`src/rtl/multi_cycle_control.sv`:
```
// multi_cycle_control -- multi-cycle LEGv8 control unit (FETCH/DECODE/EXEC/MEM/WB).
// Optional build macro: MCC_ILLEGAL_TRAP_EN. When it is defined, an illegal opcode
// parks the FSM in TRAP with Illegal=1 until reset. Otherwise the instruction is
// skipped with a PC update.
// A shared wait counter bounds MemReady stalls in FETCH and MEM (MEM_TIMEOUT, 0 = off).
module multi_cycle_control #(
  parameter int MEM_TIMEOUT = 15,
  parameter int TIMEOUT_W   = 4
) (
  input  logic        CLK,
  input  logic        Reset_L,
  input  logic [10:0] Opcode,
  input  logic        MemReady,
  output logic        IMemRead,
  output logic        IRWrite,
  output logic        PCWrite,
  output logic        Reg2Loc,
  output logic        ALUSrc,
  output logic        MemToReg,
  output logic        RegWrite,
  output logic        MemRead,
  output logic        MemWrite,
  output logic        Branch,
  output logic        Uncondbranch,
  output logic [1:0]  ALUOp,
  output logic [2:0]  State,
  output logic        MemErr,
  output logic        Illegal
);

  localparam logic [2:0] S_FETCH  = 3'd0;
  localparam logic [2:0] S_DECODE = 3'd1;
  localparam logic [2:0] S_EXEC   = 3'd2;
  localparam logic [2:0] S_MEM    = 3'd3;
  localparam logic [2:0] S_WB     = 3'd4;
  localparam logic [2:0] S_TRAP   = 3'd5;

  // Instruction classes latched in DECODE.
  localparam logic [2:0] C_NONE  = 3'd0;
  localparam logic [2:0] C_RTYPE = 3'd1;
  localparam logic [2:0] C_LDUR  = 3'd2;
  localparam logic [2:0] C_STUR  = 3'd3;
  localparam logic [2:0] C_CBZ   = 3'd4;
  localparam logic [2:0] C_B     = 3'd5;
  localparam logic [2:0] C_ILL   = 3'd6;

  logic [2:0]           state, state_nxt;
  logic [2:0]           cls, dec_cls;
  logic                 run;
  logic [TIMEOUT_W-1:0] wait_cnt;
  logic                 in_wait, timeout;

  // Classify the opcode currently on the bus.
  always_comb begin
    casez (Opcode)
      11'b11111000010: dec_cls = C_LDUR;
      11'b11111000000: dec_cls = C_STUR;
      11'b10001011000,
      11'b11001011000,
      11'b10001010000,
      11'b10101010000: dec_cls = C_RTYPE;
      11'b10110100???: dec_cls = C_CBZ;
      11'b000101?????: dec_cls = C_B;
      default:         dec_cls = C_ILL;
    endcase
  end

  assign in_wait = run && (state == S_FETCH || state == S_MEM);
  // A ready strobe in the same cycle always beats the timeout.
  assign timeout = in_wait && !MemReady && (MEM_TIMEOUT != 0) &&
                   (wait_cnt == TIMEOUT_W'(MEM_TIMEOUT));

  // Next-state selection; nothing moves until the first edge after reset release.
  always_comb begin
    state_nxt = state;
    if (run) begin
      case (state)
        S_FETCH:  if (MemReady) state_nxt = S_DECODE;
        S_DECODE: begin
          if (dec_cls == C_ILL) begin
`ifdef MCC_ILLEGAL_TRAP_EN
            state_nxt = S_TRAP;
`else
            state_nxt = S_FETCH;
`endif
          end else begin
            state_nxt = S_EXEC;
          end
        end
        S_EXEC: begin
          case (cls)
            C_RTYPE:        state_nxt = S_WB;
            C_LDUR, C_STUR: state_nxt = S_MEM;
            default:        state_nxt = S_FETCH;
          endcase
        end
        S_MEM: begin
          if (MemReady)     state_nxt = (cls == C_LDUR) ? S_WB : S_FETCH;
          else if (timeout) state_nxt = S_FETCH;
        end
        S_WB:    state_nxt = S_FETCH;
        S_TRAP:  state_nxt = S_TRAP;
        default: state_nxt = S_FETCH;
      endcase
    end
  end

  // State, latched class, run flag and saturating wait counter.
  always_ff @(posedge CLK or negedge Reset_L) begin
    if (!Reset_L) begin
      state    <= S_FETCH;
      cls      <= C_NONE;
      run      <= 1'b0;
      wait_cnt <= '0;
    end else begin
      // NOTE: non-blocking assignments make every flop sample pre-edge values, so
      // the order of these statements cannot change the hardware.
      run   <= 1'b1;
      state <= state_nxt;
      if (run && state == S_DECODE) cls <= dec_cls;
      if (!in_wait || MemReady || timeout) wait_cnt <= '0;
      else if (wait_cnt != '1)             wait_cnt <= wait_cnt + 1'b1;
    end
  end

  // Moore control decode from state and latched class, plus the ready/timeout strobes.
  always_comb begin
    // NOTE: every output gets a default first; a path that skips an assignment
    // would otherwise infer a latch.
    IMemRead     = 1'b0;
    IRWrite      = 1'b0;
    PCWrite      = 1'b0;
    Reg2Loc      = 1'b0;
    ALUSrc       = 1'b0;
    MemToReg     = 1'b0;
    RegWrite     = 1'b0;
    MemRead      = 1'b0;
    MemWrite     = 1'b0;
    Branch       = 1'b0;
    Uncondbranch = 1'b0;
    ALUOp        = 2'b00;
    MemErr       = 1'b0;
    Illegal      = 1'b0;
    if (run) begin
      case (state)
        S_FETCH: begin
          IMemRead = 1'b1;
          IRWrite  = MemReady;
          MemErr   = timeout;
        end
        S_DECODE: begin
`ifndef MCC_ILLEGAL_TRAP_EN
          PCWrite = (dec_cls == C_ILL);
`endif
        end
        S_EXEC: begin
          case (cls)
            C_RTYPE: ALUOp = 2'b10;
            C_LDUR:  ALUSrc = 1'b1;
            C_STUR: begin
              ALUSrc  = 1'b1;
              Reg2Loc = 1'b1;
            end
            C_CBZ: begin
              Reg2Loc = 1'b1;
              ALUOp   = 2'b01;
              Branch  = 1'b1;
              PCWrite = 1'b1;
            end
            C_B: begin
              Uncondbranch = 1'b1;
              PCWrite      = 1'b1;
            end
            default: ;
          endcase
        end
        S_MEM: begin
          ALUSrc   = 1'b1;
          MemRead  = (cls == C_LDUR);
          MemWrite = (cls == C_STUR);
          PCWrite  = (MemReady && cls == C_STUR) || timeout;
          MemErr   = timeout;
        end
        S_WB: begin
          RegWrite = 1'b1;
          MemToReg = (cls == C_LDUR);
          PCWrite  = 1'b1;
        end
        S_TRAP: begin
`ifdef MCC_ILLEGAL_TRAP_EN
          Illegal = 1'b1;
`endif
        end
        default: ;
      endcase
    end
  end

  assign State = state;

endmodule

```
`config.mk`:
```
export PLATFORM = sky130hd
export DESIGN_NAME = multi_cycle_control
export DESIGN_NICKNAME = d
export VERILOG_FILES = /design/src/rtl/multi_cycle_control.sv
export SDC_FILE = /design/constraint.sdc
export NUM_CORES = 1
export LEC_CHECK = 0
export CELL_PAD_IN_SITES_DETAIL_PLACEMENT = 0
export CELL_PAD_IN_SITES_GLOBAL_PLACEMENT = 1
export CORE_MARGIN = 3
export CORE_UTILIZATION = 31
export DETAILED_ROUTE_END_ITERATION = 8
export PLACE_DENSITY = 0.78
export SYNTH_ARGS = -nofsm -noshare
export SYNTH_HDL_FRONTEND = slang
export SYNTH_SLANG_ARGS = --single-unit
export TNS_END_PERCENT = 5
```
`constraint.sdc`:
```
create_clock -name CLK -period 1.9 [get_ports CLK]
set_input_delay 0.38 -clock CLK [delete_from_list [all_inputs] [get_ports CLK]]
set_output_delay 0.38 -clock CLK [all_outputs]
set_load 0.01 [all_outputs]
```
After elaboration in Yosys (flattened, before gate mapping). Cells that the tools add are included.

Flip-flop bits (word level): 11. Bits in latches: 0. Memory bits (writable): 0. Memory bits (read-only): 0. Bits of input ports: 14. Output and inout bits: 18. Word-level logic and storage cells: 89. Memories: 0.

Add/sub/neg operators: 1. Multipliers: 0. Divide/modulo/power cells: 0. Magnitude comparators: 0. Equal/unequal tests: 23. Shift operators: 0. Multiplexer cells: 42. Bitwise logic cells: 0. Reduce and logical (&&, ||, !) cells: 19.

Operators with widths (count): $eq 11x11->1 const B (6); $pmux 3 s5 (2); $mux 1 (27); $eq 3x3->1 const B (5); $eq 3x2->1 const B (4); $mux 3 (4); $eq 8x8->1 const B (1); $mux 4 (2); $reduce_or 2->1 (4); $eq 3x1->1 const B (2); $eq 6x3->1 const B (1); $mux 2 (3); $pmux 3 s2 (1); $logic_and 1x1->1 (5); $add 4x1->4 const B (1); $eq 4x4->1 const B (1); $logic_or 1x1->1 (4); $ne 4x4->1 const B (1); $pmux 1 s4 (1); $pmux 2 s2 (1); $reduce_or 4->1 (1); $logic_not 3->1 (1); $ne 3x3->1 const B (1); $reduce_and 3->1 (1); 4 further kinds (5).

Depth between registers and ports, before layout.
Depth after elaboration: 8. Depth in mapped cells: 6. Mapped depth without buffers: 5.

Worst setup path after synthesis. No wires, ideal clock.

Path type: register -> output. Start point: reg state[2] (netlist: State[2]). End point: out PCWrite. Data arrival time: 1.405 ns. Data required time: 1.520 ns. Path slack: 0.115 ns. Cell stages (with the launch flop): 7. Path buffers: 1. Cells stage by stage: dfrtp_1 clkbuf_8 nor2_1 nand3_1 o22ai_1 a31oi_1 o2bb2ai_1.

Longest elaborated chain between the ends: 8. Elaborated cells between the ends (all ways): 12. Classes of those cells: eq/ne (4); mux (2); reduce/logical (6).

Ends and longest elaborated chain: start, declared (line 47) `logic [2:0] state, state_nxt;`; start signal, assigned (line 119) `state <= state_nxt;`; $eq 3x2->1 / $logic_not 3->1 (equally long branches) (line 68, 145); $logic_or 1x1->1 (line 68) `assign in_wait = run && (state == S_FETCH || state == S_MEM);`; $logic_and 1x1->1 (line 68); $logic_and 1x1->1 (2 in series) (line 70) `assign timeout = in_wait && !MemReady && (MEM_TIMEOUT != 0) &&`; $logic_or 1x1->1 (line 181) `PCWrite = (MemReady && cls == C_STUR) || timeout;`; $pmux 1 s4 * (line 145) `case (state)`; $mux 1 * (line 144) `if (run) begin`; end, declared (line 16) `output logic PCWrite,`.

Every way passes the cells marked *; elsewhere a longest branch is shown, timed or not.

Worst setup path in the final report.
Start point: reg state[1] (netlist: State[1]). End point: out PCWrite.

Same word-level chain as after synthesis.

==> impl_metrics.toml <==
[worst_setup_path]
crit_path_max_fanout = 3
endpoint_kind = "primary output"
critical-path-top-delay-family = "flip-flops"
worstSetupStartpointType = "register"
worst_endpoint_data_arrival_time_ns = 1.68
slowest_stage = "sky130_fd_sc_hd__dfrtp_2"
startpoint_of_the_most_critical_setup_path = "State[1]$_DFFE_PN0P_"
timing.critical_path.cells = "buf_4, xnor2_4, nand3_2, o22ai_2, a31oi_1, o2bb2ai_1, buf_2"
cp_data_required_time_ns = 1.52
critPathMaxStageDelay_ns = 0.41
worst-path-buf-inv = 2
r2r_start = "wait_cnt[0]$_DFFE_PN0P_"
worst-setup-path-type = "reg2out"

[synthesis]
synth.yosys.seq_area_share_pct = 30.7
synthesis.area_per_instance_um2 = 8.07
area_of_the_mapped_netlist_um2 = 896
synthCells = 111
synth_nets = 126
post_synth_fa_ha_maj_area_fraction_pct = 1.40
yosysUniqueCellTypes = 39
synth-simple-area-share_pct = 33.2
synth_top_family_by_area = "simple AND/OR/NAND/NOR gates"
synth_warnings = 0
synthesized_area_fraction_occupied_by_xor_and_xnor_cells_pct = 3.91
compound_gate_fraction_of_synth_area_pct = 19.8
synthMuxAreaShare_pct = 2.23
synth-seq-cells = 11

[place]
dpl-instance-area_um2 = 1450
port-buffer-count = 30
dp_hpwl_um = 2130
preCtsSetupSlack_ns = -0.685
final_gp_congestion = 0.753
placedCellCount = 200

[sta]
worst-slew-pin-transition_ns = 0.566
setup-tns-final_ns = -0.288
slew_headroom_pct = 62.2
final.hold.worst_slack_ns = 0.462
finalMaxSlewViolations = 0
finalCriticalPeriod_ns = 2.06
fin_ws_ns = -0.156
fin_crit_sh_pct = 108
final-setup-viol-count = 5
hold_viol = 0
rsz0062_at_grt = "yes"
fmax_mhz = 486
timing.clock.skew_ns = 0.00231

[grt]
maximum_number_of_pins_on_one_net_before_global_route_repair = 12
grt_pass1_vias = 1070
globalRoute.totalOverflow = 0
first_pass_grt_wire_length_um = 4610
grt_antenna_before_repair = 0
total_routing_usage_reported_by_global_routing_pct = 16.9

[final_layout]
final-instance-count-excl-fill = 218
antennaDiodeCount = 0
final_net_count = 204
area.growth.synth_to_final_pct = 84.6
post_route_cells_drive_above_1_share_pct = 48.9
stdcell_area_um2 = 1650
final_core_utilization_pct = 63.3

[clock_tree]
clockBufferDepth = 2
cts_hold_buffers = 0
cts_sinks = 11
cts_buffers = 3
ctsRootBufferMaster = "sky130_fd_sc_hd__clkbuf_4"
cts_max_level = 1
worst_setup_hold_path_clk_slew_ns = 0.07
worstSkewPairLatency_ns = 0.28
cts_tree = "done"

[routing]
routed_wire_length_um = 3060
drt-vias-per-instance = 5.10
first_iter_violations = 10
drc = 0
drtPass1Iterations = 4
vias = 1111
post_drt_wl_per_cell_um = 14.0
antenna_left = 0

[pwr]
swShare_pct = 35.6
p_total_mw = 0.861
clock_power_share_pct = 19.7
powerDensity_nw_per_um2 = 521
power_frac_seq_pct = 34.9
switchingPower_mw = 0.307
comb_power_share_pct = 45.4
cell_internal_pwr_mw = 0.554
power.ir.vdd_worst_mv = 0.408
leakage_power_summed_over_all_cells_nw = 0.789

[job]
max_cap_viol_count = 0

[floorplan]
boundaryPins = 32
core_area_um2 = 2610
die_h_um = 59.8
fp.dieArea_um2 = 3570
initial_utilization_pct = 34.3
die_w_um = 59.8
row_count = 18

[run_status]
run_status = "finished with violations"
failed_checks = "setup timing"

[hold_path]
worst_hold_path_type = "in2async"
==> placed cells by master (no fill, tap or decap), drive strengths merged, types with 3 or more instances in the layout <==
cell,Yosys,final
nor3,5,5
nand3,5,5
dlygate4sd2,0,6
dlymetal6s2s,0,3
clkdlybuf4s50,0,6
nand2b,3,3
a21oi,5,5
and3,3,3
nand2,6,6
dfrtp,11,11
nor2,18,18
clkbuf,3,7
a31oi,3,3
xnor2,3,3
o21ai,6,6
inv,7,7
buf,2,58
nor4,5,5
==> sequential cells by signal, summed over array words and instances (netlist names) <==
register	flops
State	3
run	1
cls	3
wait_cnt	4
==> synthesized netlist by cell type <==
| master | number | share of area [%] |
|---|---|---|
| sky130_fd_sc_hd__a211o_1 | 1 | 0.98 |
| sky130_fd_sc_hd__a211oi_1 | 2 | 1.7 |
| sky130_fd_sc_hd__a21oi_1 | 4 | 2.2 |
| sky130_fd_sc_hd__a21oi_2 | 1 | 0.98 |
| sky130_fd_sc_hd__a31oi_1 | 3 | 2.1 |
| sky130_fd_sc_hd__a32o_1 | 1 | 1.1 |
| sky130_fd_sc_hd__a41o_1 | 1 | 1.1 |
| sky130_fd_sc_hd__a41oi_1 | 1 | 0.98 |
| sky130_fd_sc_hd__and2_1 | 2 | 1.4 |
| sky130_fd_sc_hd__and3_1 | 3 | 2.1 |
| sky130_fd_sc_hd__and4bb_2 | 1 | 1.4 |
| sky130_fd_sc_hd__buf_2 | 1 | 0.56 |
| sky130_fd_sc_hd__buf_4 | 1 | 0.84 |
| sky130_fd_sc_hd__clkbuf_1 | 1 | 0.42 |
| sky130_fd_sc_hd__clkbuf_8 | 2 | 3.1 |
| sky130_fd_sc_hd__conb_1 | 2 | 0.84 |
| sky130_fd_sc_hd__dfrtp_1 | 11 | 31 |
| sky130_fd_sc_hd__ha_1 | 1 | 1.4 |
| sky130_fd_sc_hd__inv_1 | 7 | 2.9 |
| sky130_fd_sc_hd__mux2i_1 | 2 | 2.2 |
| sky130_fd_sc_hd__nand2_1 | 6 | 2.5 |
| sky130_fd_sc_hd__nand2b_1 | 3 | 2.1 |
| sky130_fd_sc_hd__nand3_1 | 5 | 2.8 |
| sky130_fd_sc_hd__nand3b_1 | 2 | 1.7 |
| sky130_fd_sc_hd__nand4_1 | 2 | 1.4 |
| sky130_fd_sc_hd__nor2_1 | 18 | 7.5 |
| sky130_fd_sc_hd__nor3_1 | 5 | 2.8 |
| sky130_fd_sc_hd__nor4_1 | 4 | 2.8 |
| sky130_fd_sc_hd__nor4_4 | 1 | 2.4 |
| sky130_fd_sc_hd__nor4bb_1 | 1 | 1.1 |
| sky130_fd_sc_hd__o21ai_0 | 6 | 3.4 |
| sky130_fd_sc_hd__o21bai_1 | 1 | 0.84 |
| sky130_fd_sc_hd__o22ai_1 | 1 | 0.70 |
| sky130_fd_sc_hd__o2bb2ai_1 | 1 | 0.98 |
| sky130_fd_sc_hd__o311ai_0 | 1 | 0.98 |
| sky130_fd_sc_hd__o41ai_2 | 1 | 1.8 |
| sky130_fd_sc_hd__or4_4 | 1 | 1.3 |
| sky130_fd_sc_hd__xnor2_1 | 3 | 2.9 |
| sky130_fd_sc_hd__xor2_1 | 1 | 0.98 |
==> timing repair <==
item                                    in CTS  in global routing
hold endpoints to repair                     0                  0
pin swaps                                    5                  9
endpoints found under the setup margin      14                 15
gates resized for setup                     65                 35
setup buffers                               10                  5
==> routing by layer <==
metal	track usage, %	share of wire (%)
met5	0	0
met4	6.96	2.6
met3	2.59	5.2
met2	30.4	50
met1	19.8	42
==> final cells by class <==
| type | count | area, um2 |
|---|---|---|
| tap | 30 | 37.5 |
| fill | 233 | 958 |
| sequential | 11 | 280 |
| multi-input combinational | 88 | 661 |
| clock buffer | 4 | 26.3 |
| inverter | 7 | 26.3 |
| timing repair buffer | 78 | 623 |
==> logic make-up (layout without fill, tap and decap cells) <==
group	after synthesis	after routing
fa+ha+maj	1	1
mux	2	2
buf+inv	12	89
other cells	2	2
simple gates	54	54
compound gates	25	25
xor+xnor	4	4
flops	11	11
==> final timing paths <==
kind	to	slack, ns	cells past startpoint
max	PCWrite	-0.16	7
min	cls[1]$_DFFE_PN0P_	0.46	1
max in group asynchronous	State[1]$_DFFE_PN0P_	1.04	1
min reg2reg	wait_cnt[0]$_DFFE_PN0P_	0.54	2
min in group CLK	wait_cnt[0]$_DFFE_PN0P_	0.54	2
max reg2reg	State[0]$_DFFE_PN0P_	0.34	6
==> power by group through the flow <==
stage / clock network, mW / registers, mW / logic [mW]
floorplan: 0 / 0.296 / 0.143
global placement: 0 / 0.297 / 0.328
detailed placement: 0 / 0.299 / 0.333
CTS: 0.173 / 0.296 / 0.349
global route: 0.187 / 0.306 / 0.429
finish: 0.170 / 0.301 / 0.391
No activity file was read; power rests on OpenSTA's default activity.
